**src/rtl/text_pkg.sv**
```systemverilog
// Shared constants for the text-entry controller: screen geometry defaults,
// the ASCII codes it treats specially, and the controller state encoding.
package text_pkg;

    localparam int COLS_DEFAULT = 80;
    localparam int ROWS_DEFAULT = 30;

    localparam logic [7:0] ASCII_SPACE = 8'h20;
    localparam logic [7:0] ASCII_CR    = 8'h0D;

    localparam logic [0:0] ST_IDLE  = 1'b0;
    localparam logic [0:0] ST_CLEAR = 1'b1;

endpackage

```
**src/rtl/button_debounce.sv**
```systemverilog
// Debounces one raw button: two-flop synchroniser, stability counter,
// and a one-cycle pulse when the accepted level rises.
module button_debounce #(
    parameter int DEBOUNCE_CYCLES = 100000
) (
    input  logic clk,
    input  logic reset,
    input  logic i_btn,
    output logic o_press
);

    localparam int                CNT_W    = $clog2(DEBOUNCE_CYCLES + 1);
    localparam logic [CNT_W-1:0]  CNT_LAST = CNT_W'(DEBOUNCE_CYCLES - 1);

    logic             r_sync1;
    logic             r_sync2;
    logic             r_stable;
    logic [CNT_W-1:0] r_count;
    logic             r_press;

    // The counter only advances while the synced level disagrees with the
    // accepted level; any agreeing cycle restarts the stability window.
    always_ff @(posedge clk or posedge reset) begin
        if (reset) begin
            r_sync1  <= 1'b0;
            r_sync2  <= 1'b0;
            r_stable <= 1'b0;
            r_count  <= '0;
            r_press  <= 1'b0;
        end else begin
            r_sync1 <= i_btn;
            r_sync2 <= r_sync1;
            r_press <= 1'b0;
            if (r_sync2 == r_stable) begin
                r_count <= '0;
            end else if (r_count == CNT_LAST) begin
                r_stable <= r_sync2;
                r_count  <= '0;
                r_press  <= r_sync2;
            end else begin
                r_count <= r_count + CNT_W'(1);
            end
        end
    end

    assign o_press = r_press;

endmodule

```
**src/rtl/text_entry_controller.sv**
```systemverilog
// Turns debounced button presses into single-cycle text-buffer writes,
// tracking the cursor and running a full-screen clear sweep.
module text_entry_controller
    import text_pkg::*;
#(
    parameter  int COLS            = COLS_DEFAULT,
    parameter  int ROWS            = ROWS_DEFAULT,
    parameter  int DEBOUNCE_CYCLES = 100000,
    localparam int ADDR_W          = $clog2(COLS * ROWS)
) (
    input  logic              clk,
    input  logic              reset,
    input  logic [7:0]        switches,
    input  logic              btn_confirm,
    input  logic              btn_backspace,
    input  logic              btn_clear,
    output logic              wr_en,
    output logic [ADDR_W-1:0] wr_addr,
    output logic [7:0]        wr_data,
    output logic [ADDR_W-1:0] cursor_addr,
    output logic              busy
);

    localparam int                N         = COLS * ROWS;
    localparam int                COL_W     = (COLS > 1) ? $clog2(COLS) : 1;
    localparam logic [ADDR_W-1:0] LAST_ADDR = ADDR_W'(N - 1);
    localparam logic [ADDR_W-1:0] LAST_ROW  = ADDR_W'(N - COLS);
    localparam logic [COL_W-1:0]  COL_LAST  = COL_W'(COLS - 1);

    logic w_pressConfirm;
    logic w_pressBack;
    logic w_pressClear;

    button_debounce #(.DEBOUNCE_CYCLES(DEBOUNCE_CYCLES)) u_dbConfirm (
        .clk(clk), .reset(reset), .i_btn(btn_confirm), .o_press(w_pressConfirm)
    );
    button_debounce #(.DEBOUNCE_CYCLES(DEBOUNCE_CYCLES)) u_dbBack (
        .clk(clk), .reset(reset), .i_btn(btn_backspace), .o_press(w_pressBack)
    );
    button_debounce #(.DEBOUNCE_CYCLES(DEBOUNCE_CYCLES)) u_dbClear (
        .clk(clk), .reset(reset), .i_btn(btn_clear), .o_press(w_pressClear)
    );

    logic [0:0]        r_state;
    logic              r_wrEn;
    logic [ADDR_W-1:0] r_wrAddr;
    logic [7:0]        r_wrData;
    logic [ADDR_W-1:0] r_cursor;
    logic [COL_W-1:0]  r_col;
    logic              r_busy;

    logic              w_doClear;
    logic              w_doBack;
    logic              w_doConfirm;
    logic [ADDR_W-1:0] w_cursorInc;
    logic [ADDR_W-1:0] w_cursorDec;
    logic [ADDR_W-1:0] w_nextRow;
    logic [COL_W-1:0]  w_colInc;
    logic [COL_W-1:0]  w_colDec;

    assign w_doClear   = w_pressClear;
    assign w_doBack    = w_pressBack & ~w_pressClear;
    assign w_doConfirm = w_pressConfirm & ~w_pressBack & ~w_pressClear;

    // The column is tracked alongside the cursor so carriage return never
    // needs a divide by COLS, which matters when COLS is not a power of two.
    assign w_cursorInc = (r_cursor == LAST_ADDR) ? '0 : r_cursor + ADDR_W'(1);
    assign w_cursorDec = r_cursor - ADDR_W'(1);
    assign w_nextRow   = (r_cursor >= LAST_ROW) ? '0
                       : r_cursor + ADDR_W'(COLS) - ADDR_W'(r_col);
    assign w_colInc    = (r_col == COL_LAST) ? '0 : r_col + COL_W'(1);
    assign w_colDec    = (r_col == '0) ? COL_LAST : r_col - COL_W'(1);

    always_ff @(posedge clk or posedge reset) begin
        if (reset) begin
            r_state  <= ST_IDLE;
            r_wrEn   <= 1'b0;
            r_wrAddr <= '0;
            r_wrData <= '0;
            r_cursor <= '0;
            r_col    <= '0;
            r_busy   <= 1'b0;
        end else begin
            r_wrEn <= 1'b0;
            case (r_state)
                ST_IDLE: begin
                    if (w_doClear) begin
                        r_state  <= ST_CLEAR;
                        r_busy   <= 1'b1;
                        r_wrEn   <= 1'b1;
                        r_wrAddr <= '0;
                        r_wrData <= ASCII_SPACE;
                    end else if (w_doBack) begin
                        if (r_cursor != '0) begin
                            r_cursor <= w_cursorDec;
                            r_col    <= w_colDec;
                            r_wrEn   <= 1'b1;
                            r_wrAddr <= w_cursorDec;
                            r_wrData <= ASCII_SPACE;
                        end
                    end else if (w_doConfirm) begin
                        if (switches == ASCII_CR) begin
                            r_cursor <= w_nextRow;
                            r_col    <= '0;
                        end else begin
                            r_wrEn   <= 1'b1;
                            r_wrAddr <= r_cursor;
                            r_wrData <= switches;
                            r_cursor <= w_cursorInc;
                            r_col    <= w_colInc;
                        end
                    end
                end
                // Presses that land during the sweep are dropped, not queued.
                ST_CLEAR: begin
                    if (r_wrAddr == LAST_ADDR) begin
                        r_state  <= ST_IDLE;
                        r_busy   <= 1'b0;
                        r_cursor <= '0;
                        r_col    <= '0;
                    end else begin
                        r_wrEn   <= 1'b1;
                        r_wrAddr <= r_wrAddr + ADDR_W'(1);
                    end
                end
                default: r_state <= ST_IDLE;
            endcase
        end
    end

    assign wr_en       = r_wrEn;
    assign wr_addr     = r_wrAddr;
    assign wr_data     = r_wrData;
    assign cursor_addr = r_cursor;
    assign busy        = r_busy;

endmodule
```
**config.mk**
```make
export PLATFORM = sky130hd
export DESIGN_NAME = text_entry_controller
export DESIGN_NICKNAME = d
export VERILOG_FILES = /design/src/rtl/text_pkg.sv /design/src/rtl/button_debounce.sv /design/src/rtl/text_entry_controller.sv
export SDC_FILE = /design/constraint.sdc
export NUM_CORES = 1
export LEC_CHECK = 0
export ABC_CLOCK_PERIOD_IN_PS = 6500
export BUFFER_PORTS_ARGS = -buffer_cell sky130_fd_sc_hd__buf_2
export CAP_MARGIN = 20
export CORE_MARGIN = 4
export CORE_UTILIZATION = 30
export DETAILED_ROUTE_END_ITERATION = 7
export PLACE_DENSITY = 0.44
export SYNTH_ARGS = -nofsm -noshare
export SYNTH_HDL_FRONTEND = slang
export SYNTH_SLANG_ARGS = --single-unit
```
**constraint.sdc**
```tcl
create_clock -name clk -period 6.5 [get_ports clk]
set_input_delay 0.325 -clock clk [delete_from_list [all_inputs] [get_ports clk]]
set_output_delay 0.325 -clock clk [all_outputs]
set_load 0.02 [all_outputs]
```
Yosys cells after proc, flatten, opt, wreduce, memory -nomap -nowiden
Cells that the tools add are included.
{ "word_totals": {"register_bits": 105, "inputBits": 13, "output_inout_bits": 34, "wordCells": 126} }
{ "op_classes": {"add_sub_neg": 10, "n_lt_le_gt_ge": 1, "n_eq_ne": 21, "mux": 53, "bitwise": 9, "n_reduce_logical": 10} }
{ "op_table": {"columns": ["op", "n"], "rows": [
  ["12-bit two-way mux", 13],
  ["17-bit two-way mux", 6],
  ["7-bit two-way mux", 8],
  ["17-bit by 1-bit adder with 17-bit output (second input constant)", 3],
  ["17-bit == test (second input constant)", 3],
  ["12-bit case mux with 2 select lines", 2],
  ["8-bit two-way mux", 5],
  ["12-bit by 1-bit adder with 12-bit output (second input constant)", 2],
  ["12-bit == test (second input constant)", 2],
  ["1-bit two-way mux", 15],
  ["7-bit case mux with 2 select lines", 1],
  ["12-bit by 7-bit adder with 12-bit output (second input constant)", 1],
  ["12-bit greater-or-equal comparator (second input constant)", 1],
  ["4-bit by 3-bit inequality test with 1-bit output (second input constant)", 3],
  ["4-bit AND reduction", 3],
  ["12-bit nonzero test", 1],
  ["12-bit by 1-bit subtractor with 12-bit output (second input constant)", 1],
  ["12-bit by 7-bit subtractor with 12-bit output", 1],
  ["8-bit by 4-bit == test with 1-bit output (second input constant)", 1],
  ["2-bit AND reduction", 4],
  ["7-bit by 1-bit adder with 7-bit output (second input constant)", 1],
  ["7-bit == test (second input constant)", 1],
  ["7-bit zero test", 1],
  ["7-bit by 1-bit subtractor with 7-bit output (second input constant)", 1],
  ["other kinds (10)", 24]
]} }

Depth between registers and ports, before layout
Gate-level depths: netlist (run 1).
{ "logic_depth": {"depth_word": 8, "mapped_depth": 12, "depth_no_buf": 11} }

Cells and area by module
A second synthesis (run 1) with hierarchy kept.
{ "unflattened": {"cells_unflattened": 752, "hier_area_um2": 6916.6} }
{ "by_module_without_submodules": {"columns": ["module", "instances", "cells_each", "area_per_inst_um2", "seq_area_each_um2"], "rows": [
  ["text_entry_controller", 1, 470, 3827.4, 1051.0],
  ["button_debounce", 3, 94, 1029.7, 525.5]
]} }

Worst setup path after synthesis (run 1)
No wires, ideal clock.
{ "synth_path": {"path_type": "register to register", "from": "reg r_cursor[4] (netlist: cursor_addr[4])", "to": "reg r_cursor[10] (netlist: cursor_addr[10])", "setup_ns": 0.128, "arrival_time_ns": 2.759, "t_required_ns": 6.372, "path_slack_ns": 3.613, "stages_incl_launch_ff": 12, "n_path_buf": 1, "cell_sequence": "dfrtp_1 > clkbuf_1 > inv_1 > ha_1 > inv_1 > ha_1 > a21o_1 > a221oi_1 > o211ai_1 > xnor2_1 > a221oi_2 > o22ai_1"} }
{ "synth_between": {"elab_chain_len": 8} }
{ "synth_rtl": {"columns": ["element", "line", "source"], "rows": [
  ["start: declaration", "text_entry_controller.sv:48", "logic [ADDR_W-1:0] r_cursor;"],
  ["start signal: assignment", "text_entry_controller.sv:95", "r_cursor <= w_cursorDec;"],
  ["start signal: assignment", "text_entry_controller.sv:103", "r_cursor <= w_nextRow;"],
  ["start signal: assignment", "text_entry_controller.sv:109", "r_cursor <= w_cursorInc;"],
  ["12-bit by 7-bit adder with 12-bit output", "text_entry_controller.sv:70", ": r_cursor + ADDR_W'(COLS) - ADDR_W'(r_col);"],
  ["12-bit by 7-bit subtractor with 12-bit output", "text_entry_controller.sv:70", null],
  ["12-bit two-way mux", "text_entry_controller.sv:69", "assign w_nextRow = (r_cursor >= LAST_ROW) ? '0"],
  ["12-bit two-way mux", "text_entry_controller.sv:102", "if (switches == ASCII_CR) begin"],
  ["12-bit two-way mux", "text_entry_controller.sv:101", "end else if (w_doConfirm) begin"],
  ["12-bit two-way mux", "text_entry_controller.sv:93", "end else if (w_doBack) begin"],
  ["12-bit two-way mux", "text_entry_controller.sv:87", "if (w_doClear) begin"],
  ["12-bit case mux with 2 select lines", "text_entry_controller.sv:85", "case (r_state)"]
]} }
Parallel ways exist; a longest one is shown, timed or not. The select of a mux whose other input is x is not followed.
A chain may end at the register's enable or synchronous reset.

Worst setup path in the final report (run 1)
Ends and elaborated chain as after synthesis.

==> results of run 1 <==
[sequential cells by signal (all words and copies together) (netlist names), 7 cells and up]
signal,flops
cursor_addr,12
r_col,7
u_dbBack.r_count,17
u_dbClear.r_count,17
u_dbConfirm.r_count,17
wr_addr,12
wr_data,8
[logic make-up after synthesis]
kind of cell | after synthesis | share of synthesized area (%)
and+or+nand+nor | 297 | 22.89
AOI/OAI and AO/OA | 163 | 16.18
DFF | 105 | 38.96
buffers and inverters | 81 | 4.805
xor gates and xnor gates | 71 | 9.221
adders and majority gates | 37 | 6.976
muxes | 6 | 0.9647
[power breakdown]
group / internal, mW / leakage, nW / switching, mW
clock: 0.315 / 0.149 / 0.255
sequential: 0.659 / 1.32 / 0.00548
combinational: 0.00930 / 1.87 / 0.0245
[through the flow]
stage,hold slack [ns],util (%),instance area [um2],cells
after CTS,0.02316,34.24,7518,1073
after global routing,0.05591,34.27,7526,1074
final,0.01293,34.27,7526,1074
after detailed placement,0.3470,32.85,7213,1057
after floorplan,0.3312,-,6744,760
after global placement,0.3319,32.85,7213,1057
[final cells by class]
cell class,instances,share of cell area (%)
clock buffer,12,3.275
multi-input combinational,574,50.39
tap,280,4.655
sequential,105,34.91
inverter,48,2.427
clock inverter,4,0.7814
timing repair buffer,51,3.558
[placed cells by master (no fill, tap or decap), drive strengths merged, types with 4 or more instances in the layout]
master  count
a211oi      7
a21o        9
a21oi      39
a221oi      7
a311oi      5
a31oi       6
and2        7
and3       14
and4        7
buf        51
clkbuf     12
dfrtp     105
ha         36
inv        50
mux2        4
nand2      55
nand2b      5
nand3      49
nand4      19
nor2       81
nor2b       8
nor3       18
nor3b       7
nor4        6
nor4b       4
o211ai      4
o21a        5
o21ai      41
o22ai       8
o31ai       4
or3         5
xnor2      32
xor2       39
[layer usage]
layer	GRT usage (%)	share of wire (%)
met2	23.33	45
met4	2.843	1.2
met3	4.511	6.1
met5	0	0
met1	20.04	47
[critical path, stage by stage, from the launching register on]
cell	delay [ns]
dfrtp_1	0.74
inv_1	0.16
ha_1	0.32
inv_1	0.04
ha_1	0.35
a21o_1	0.19
a221oi_1	0.50
o211ai_1	0.22
xnor2_1	0.20
a221oi_2	0.23
o22ai_1	0.11
[how the worst min path moves through the flow]
stage                              from  cells after the start                    end
finish                            reset                      2  u_dbClear.r_count[13]
global placement    u_dbConfirm.r_sync1                      0    u_dbConfirm.r_sync2
floorplan              u_dbBack.r_sync1                      0       u_dbBack.r_sync2
detailed placement     u_dbBack.r_sync1                      0       u_dbBack.r_sync2
CTS                               reset                      2   u_dbClear.r_count[8]
global route                      reset                      2   u_dbClear.r_count[8]
==> out/qor.yml, run 1 <==
grt_setup_unrepaired: "false"
seqCellArea_um2: 2628
hold_buffers: 0
drt_first_pass_iters: 5
arrival_ns: 3.41
peakVddDrop_uv: 120.7
ys_async_sr_fraction_pct: 100.0
drtIter0Drc: 409
area_growth_pct: 11.60
syn_area_um2: 6744
yosysWarnings: 0
max_clock_freq_mhz: 314.8
drv_cap: 0
vias: 5595
status: "finished, final reports clean"
h-tree-depth: 3
syn_area_per_cell_um2: 8.874
cts.sinks: 105
cts_buffer_depth: 2
worstSetupEndpointType: "flip-flop"
cts_setup_buffers: 0
finalMaxSlewViolations: 0
io_pins: 47
port_buffers: 46
synth_fp_nets: 810
drc_errors: 0
r2r-start: "cursor_addr[4]"
synth_most_common_cell: "dfrtp_1"
critical_path.endpoint: "cursor_addr[10]"
grt_util_all_layers_pct: 14.70
wl_mm: 17.90
ys_ff_latch: 105
antenna_cells: 0
cp_max_fo: 15
ys_types: 71
power.total_mw: 1.269
netlist_instances: 760
dp_hpwl_mm: 12.91
die_h_um: 157.9
yosys.area.top_type: "dfrtp_1"
multi_input_area_um2: 3792
drive_gt1_share_pct: 10.58
finalWorstSetupSlack_ns: 3.324
rr_worst_depth: 10
required_ns: 6.74
setup_tns_ns: 0
tritoncts: "done"
leakage_nw: 3.335
dieArea_um2: 24940
grt.overflow.total: 0
grt_pass1_vias: 5559
synthTopCellsByArea: "dfrtp_1 (39%), ha_1 (6.7%), xor2_1 (5.1%), nor2_1 (4.5%), xnor2_1 (4.2%)"
pre_cts_ws_ns: 3.357
synth_edf_count: 0
crit_start: "cursor_addr[4]"
cts-buffers-inserted: 9
skew_ns: 0.01332
crit-reg2reg-capture: "cursor_addr[10]"
synth.top_cell.area_share_pct: 38.96
cts.clk_slew.worst_paths_ns: 0.08
period_share_pct: 48.87
place.gp.congestion: 0.8881
hold_viol_final: 0
grt_pass1_wl_mm: 29.50
synthTopCellsByCount: "dfrtp_1 (105), nor2_1 (81), nand2_1 (55)"
via_per_inst: 5.209
slew_headroom_pct: 35.70
hp-class: "in2async"
fin_nets: 839
grt_max_degree: 64
powerDensity_nw_per_um2: 168.6
antenna_found_initial: 0
clock_latency_ns: 0.36
synthFlopType: "dfrtp_1"
post_cts_resized: 0
start_kind: "flip-flop"
start_util_pct: 30.71
drtAntennaViolNets: 0
die_x_um: 157.9
core-area_um2: 21960
root_buffer: "clkbuf_16"
setup_violations: 0
path_class: "reg2reg"
fin_crit_ns: 3.176
worstMarginPinSlew_ns: 0.9609
rrSetupSlack_ns: 3.32
num_rows: 54
fill_cells: 2239
wl_per_cell_um: 16.67
seq_area_frac_synth_pct: 38.96
Note: power is estimated with default switching activity, not from simulation.
==> run 2: changes to the inputs <==
Settings changed: ABC_CLOCK_PERIOD_IN_PS 6500 to 3300.
Clock period 6.5 ns to 3.3 ns, I/O delays scaled along.
==> run 2 against run 1 <==
Against the previous run:
- die area is the same
- cell area rose by 2.3%
- the flow now finishes with violations (hold timing)
- largest cell class unchanged
- hold slack worse by 0.041 ns
- flip-flop and latch count is the same
- clock power up 100%
- critical endpoint unchanged
- core utilization increased by 0.80 points
- critical path type unchanged
==> out/qor.yml, run 2 (synthesis results as in run 1) <==
cts-buffers-inserted: 9
setup_violations: 0
io_pins: 47
wl_mm: 18.09
hold_viol_final: 17
die_x_um: 157.9
clock_latency_ns: 0.36
utilization_pct: 35.08
grt_setup_unrepaired: "false"
start_util_pct: 30.71
status: "complete, but fails checks"
path_buf_inv: 1
drtIter0Drc: 463
cp_max_fo: 10
port_buffers: 46
required_ns: 3.54
cts_setup_buffers: 0
num_rows: 54
cts.clk_slew.worst_paths_ns: 0.08
mostFrequentLayoutCell: "dfrtp_1"
place.gp.congestion: 0.8832
dieArea_um2: 24940
grt_pass1_vias: 5596
vias: 5676
finalMaxSlewViolations: 0
grt_util_all_layers_pct: 14.86
stdcell_area_um2: 7702
drv_cap: 0
tritoncts: "done"
fin_nets: 859
reg_top3: "u_dbBack.r_count: 17 flops, u_dbClear.r_count: 17 flops, u_dbConfirm.r_count: 17 flops"
crit_chain: "inv_1 -> ha_1 -> ha_1 -> a21o_1 -> a221oi_1 -> o211ai_1 -> xnor2_1 -> a221oi_2 -> o22ai_1"
skew_ns: 0.009392
root_buffer: "clkbuf_16"
powerDensity_nw_per_um2: 329.1
crit_top_cell: "ha_1"
hp-class: "in2async"
placed_cells: 1075
period_share_pct: 84.61
drc_errors: 0
drtAntennaViolNets: 0
via_per_inst: 5.188
worstMarginPinSlew_ns: 0.8563
cpMaxStageDelayCell: "dfrtp_1"
path_class: "reg2reg"
start_kind: "flip-flop"
hold_slack_ns: -0.02831
drive_gt1_share_pct: 12.53
area_growth_pct: 14.21
fin_cells: 1094
slew_headroom_pct: 42.92
core-area_um2: 21960
die_h_um: 157.9
peakVddDrop_uv: 230.9
dp_hpwl_mm: 13.07
crit_family: "compound AO/OA/AOI/OAI gates"
grt_max_degree: 66
place_area_um2: 7361
worstSetupEndpointType: "flip-flop"
violations: "hold timing"
h-tree-depth: 3
cts_buffer_depth: 2
arrival_ns: 3.03
fin_crit_ns: 2.792
drt_first_pass_iters: 5
max_clock_freq_mhz: 358.2
grt_pass1_wl_mm: 29.77
cts.sinks: 105
setup_tns_ns: 0
grt.overflow.total: 0
slowest_delay_ns: 0.53
antenna_found_initial: 0
antenna_cells: 0
layout_common_cells: "dfrtp_1 (105), nor2_1 (81), nand2_1 (55)"
wl_per_cell_um: 16.53
leakage_nw: 3.443
run 2: cell type report:
cell class | count | area [um2]
clock inverters | 6 | 82.58
clock buffers | 10 | 229.0
inverters | 48 | 182.7
well taps | 280 | 350.3
repair buffers | 71 | 437.9
flip-flops and latches | 105 | 2628
multi-input cells | 574 | 3792
fillers | 2246 | 14260
run 2: power by group:
part           internal [mW]  switching, mW
Sequential              1.30         0.0104
Clock                  0.609          0.545
Combinational         0.0229         0.0497
run 2: timing repair:
action,CTS,global route
endpoints found under the hold margin,3,0
gates resized for setup,0,0
setup endpoints to repair,0,0
hold buffers,3,0
run 2: layer usage:
layer,part of all wire [%],vias to the layer above,GRT usage [%]
met3,4.7,20,2.816
met1,49,2720,21.56
met2,45,140,22.72
met5,0,-,0
met4,1.5,0,4.062
li1,-,2796,-
run 2: worst paths after layout:
path	startpoint	endpoint	slack, ns	cells after the start
worst max-delay path	r_col[2]	cursor_addr[10]	0.51	9
worst min-delay path	reset	u_dbClear.r_count[5]	-0.03	2
worst max register to register	r_col[2]	cursor_addr[10]	0.51	9
worst min register to register	u_dbClear.r_sync1	u_dbClear.r_sync2	0.35	0
max in group asynchronous	reset	u_dbBack.r_count[4]	2.60	3
min in group clk	switches[0]	wr_data[0]	0.05	3
run 2: metrics by stage:
| step | setup slack [ns] | total power [mW] |
|---|---|---|
| after floorplan | 0.3745 | 1.376 |
| after global placement | 0.5479 | 1.406 |
| after detailed placement | 0.5373 | 1.409 |
| after CTS | 0.5202 | 2.581 |
| after global routing | 0.3149 | 2.647 |
| final | 0.5080 | 2.535 |
==> run 3: changes to the inputs <==
Settings changed: ABC_CLOCK_PERIOD_IN_PS 3300 to 2400, PLACE_DENSITY 0.44 to 0.46.
Clock period 3.3 ns to 2.4 ns, I/O delays scaled along.
==> run 3 against run 2 <==
Against the previous run:
- the run now ends clean
- final cell count grew 4.8%
- hold slack better by 0.044 ns
- register-to-register slack lost 0.44 ns
- highest routed layer unchanged
- wire length up 4.7%
- non-clock buffer count rose by 52
- core utilization increased by 3.2 points
- via count increased by 3.1%
- count of clock-buffer cells in the layout shrank 1
- sequential share of layout area down 2.8 points
- clock skew up 0.0021 ns
- global-route usage is 0.70 points higher
- die area is the same
==> out/qor.yml, run 3 (synthesis results as in run 1) <==
status: "finished, final reports clean"
rrSetupSlack_ns: 0.07
num_rows: 54
clockPowerShare_pct: 45.3
finalMaxSlewViolations: 0
grt_util_all_layers_pct: 15.57
drtAntennaViolNets: 0
skew_ns: 0.01152
power.total_mw: 3.493
hp-class: "in2reg"
die_h_um: 157.9
multi_input_area_um2: 4046
grt_max_degree: 59
die_x_um: 157.9
area_growth_pct: 24.68
tritoncts: "done"
wl_per_cell_um: 16.53
internal_power_mw: 2.580
cts_buffer_depth: 2
core-area_um2: 21960
drt_first_pass_iters: 5
seqCellArea_um2: 2633
crit_top_cell: "ha_4"
path_class: "reg2reg"
hold_viol_final: 0
cpMaxStageDelayCell: "fa_2"
drv_cap: 0
dp_hpwl_mm: 13.69
layout_common_cells: "dfrtp_1 (101), nor2_1 (79), buf_4 (66)"
fill_cells: 2244
arrival_ns: 2.61
reg_top3: "u_dbBack.r_count: 17 flops, u_dbClear.r_count: 17 flops, u_dbConfirm.r_count: 17 flops"
antenna_found_initial: 0
setup_violations: 0
slew_headroom_pct: 59.16
combPwrFrac_pct: 3.2
h-tree-depth: 3
cts.clk_slew.worst_paths_ns: 0.09
leakage_nw: 3.719
worstSetupEndpointType: "flip-flop"
mostFrequentLayoutCell: "dfrtp_1"
via_per_inst: 5.105
fin_nets: 911
powerDensity_nw_per_um2: 415.4
period_share_pct: 97.05
max_clock_freq_mhz: 429.3
place.gp.congestion: 0.8396
cts-buffers-inserted: 9
hold_slack_ns: 0.01523
wl_mm: 18.94
slowest_delay_ns: 0.41
seqPwrFrac_pct: 51.5
drive_gt1_share_pct: 22.29
fin_crit_ns: 2.329
vias: 5850
required_ns: 2.68
grt_pass1_vias: 5825
swShare_pct: 26.13
crit_chain: "inv_2 -> ha_4 -> ha_4 -> fa_2 -> a21oi_4 -> o22ai_4 -> mux2_4 -> a21boi_4 -> o21ai_2 -> o211ai_2"
start_kind: "flip-flop"
clock_latency_ns: 0.36
path_buf_inv: 1
worstMarginPinSlew_ns: 0.6119
cp_max_fo: 4
grt_pass1_wl_mm: 31.04
port_buffers: 46
cts.sinks: 105
p_sw_mw: 0.9126
crit_family: "adder cells"
grt.overflow.total: 0
io_pins: 47
drc_errors: 0
drtIter0Drc: 377
start_util_pct: 30.71
pre_cts_ws_ns: -0.01441
finalWorstSetupSlack_ns: 0.07069
grt_setup_unrepaired: "true"
root_buffer: "clkbuf_16"
antenna_cells: 0
peakVddDrop_uv: 330.5
dieArea_um2: 24940
-- run 3: cell count changes in the layout (fill, tap and decap cells not counted), moves of 3 or more --
cell           delta
buf_12            +3
inv_1             -6
ha_4              +8
dlygate4sd3_1     +4
dfrtp_2           +4
inv_2             +5
dfrtp_1           -4
a211oi_2          +4
buf_4            +45
ha_1              -9
a211oi_1          -4
-- run 3: what timing repair did --
item,4_1_cts,5_1_grt
endpoints found under the hold margin,27,0
hold buffers,7,0
pin swaps,2,17
setup buffers,0,4
setup endpoints to repair,1,21
resized for setup,2,33
-- run 3: worst paths after layout --
| kind | start | to | depth (start not counted) |
|---|---|---|---|
| worst max-delay path | r_col[1] | cursor_addr[9] | 10 |
| worst min-delay path | switches[6] | wr_data[6] | 3 |
| worst max register to register | r_col[1] | cursor_addr[9] | 10 |
| worst min register to register | u_dbBack.r_sync1 | u_dbBack.r_sync2 | 0 |
| max in group asynchronous | reset | cursor_addr[9] | 4 |
| min in group asynchronous | reset | u_dbClear.r_count[3] | 3 |
-- run 3: worst min-delay path, stage by stage --
cell and delay (ns):
buf_2 0.11, nand3_1 0.06, o21ai_1 0.05
-- run 3: layout make-up --
| class | instances | area share (%) |
|---|---|---|
| clock inverter | 7 | 1.086 |
| clock buffer | 9 | 2.679 |
| inverter | 48 | 2.217 |
| multi-input combinational | 574 | 48.13 |
| tap | 280 | 4.167 |
| timing repair buffer | 123 | 10.42 |
| sequential | 105 | 31.31 |
-- run 3: power by group through the flow --
| stage | Combinational, mW | Clock, mW | Sequential, mW |
|---|---|---|---|
| final | 0.112 | 1.58 | 1.80 |
| after global routing | 0.130 | 1.70 | 1.80 |
| after CTS | 0.116 | 1.64 | 1.80 |
| after detailed placement | 0.108 | 0 | 1.83 |
| after global placement | 0.108 | 0 | 1.83 |
| after floorplan | 0.0619 | 0 | 1.83 |
-- run 3: metal layers --
metal / part of all wire [%] / GRT usage, % / vias up
li1: - / - / 2910
met1: 48 / 21.41 / 2803
met2: 46 / 25.09 / 119
met3: 3.8 / 2.898 / 18
met4: 2.2 / 4.549 / 0
met5: 0 / 0 / -
-- run 3: per-stage QoR --
stage | TNS, ns | cells | cell area [um2] | utilization (%)
3_5_place_dp | -0.01441 | 1119 | 7797 | 35.51
3_3_place_gp | 0 | 1119 | 7797 | 35.51
2_1_floorplan | -0.07063 | 760 | 6857 | -
6_report | 0 | 1146 | 8408 | 38.29
4_1_cts | 0 | 1142 | 8199 | 37.34
5_1_grt | -0.09648 | 1146 | 8408 | 38.29
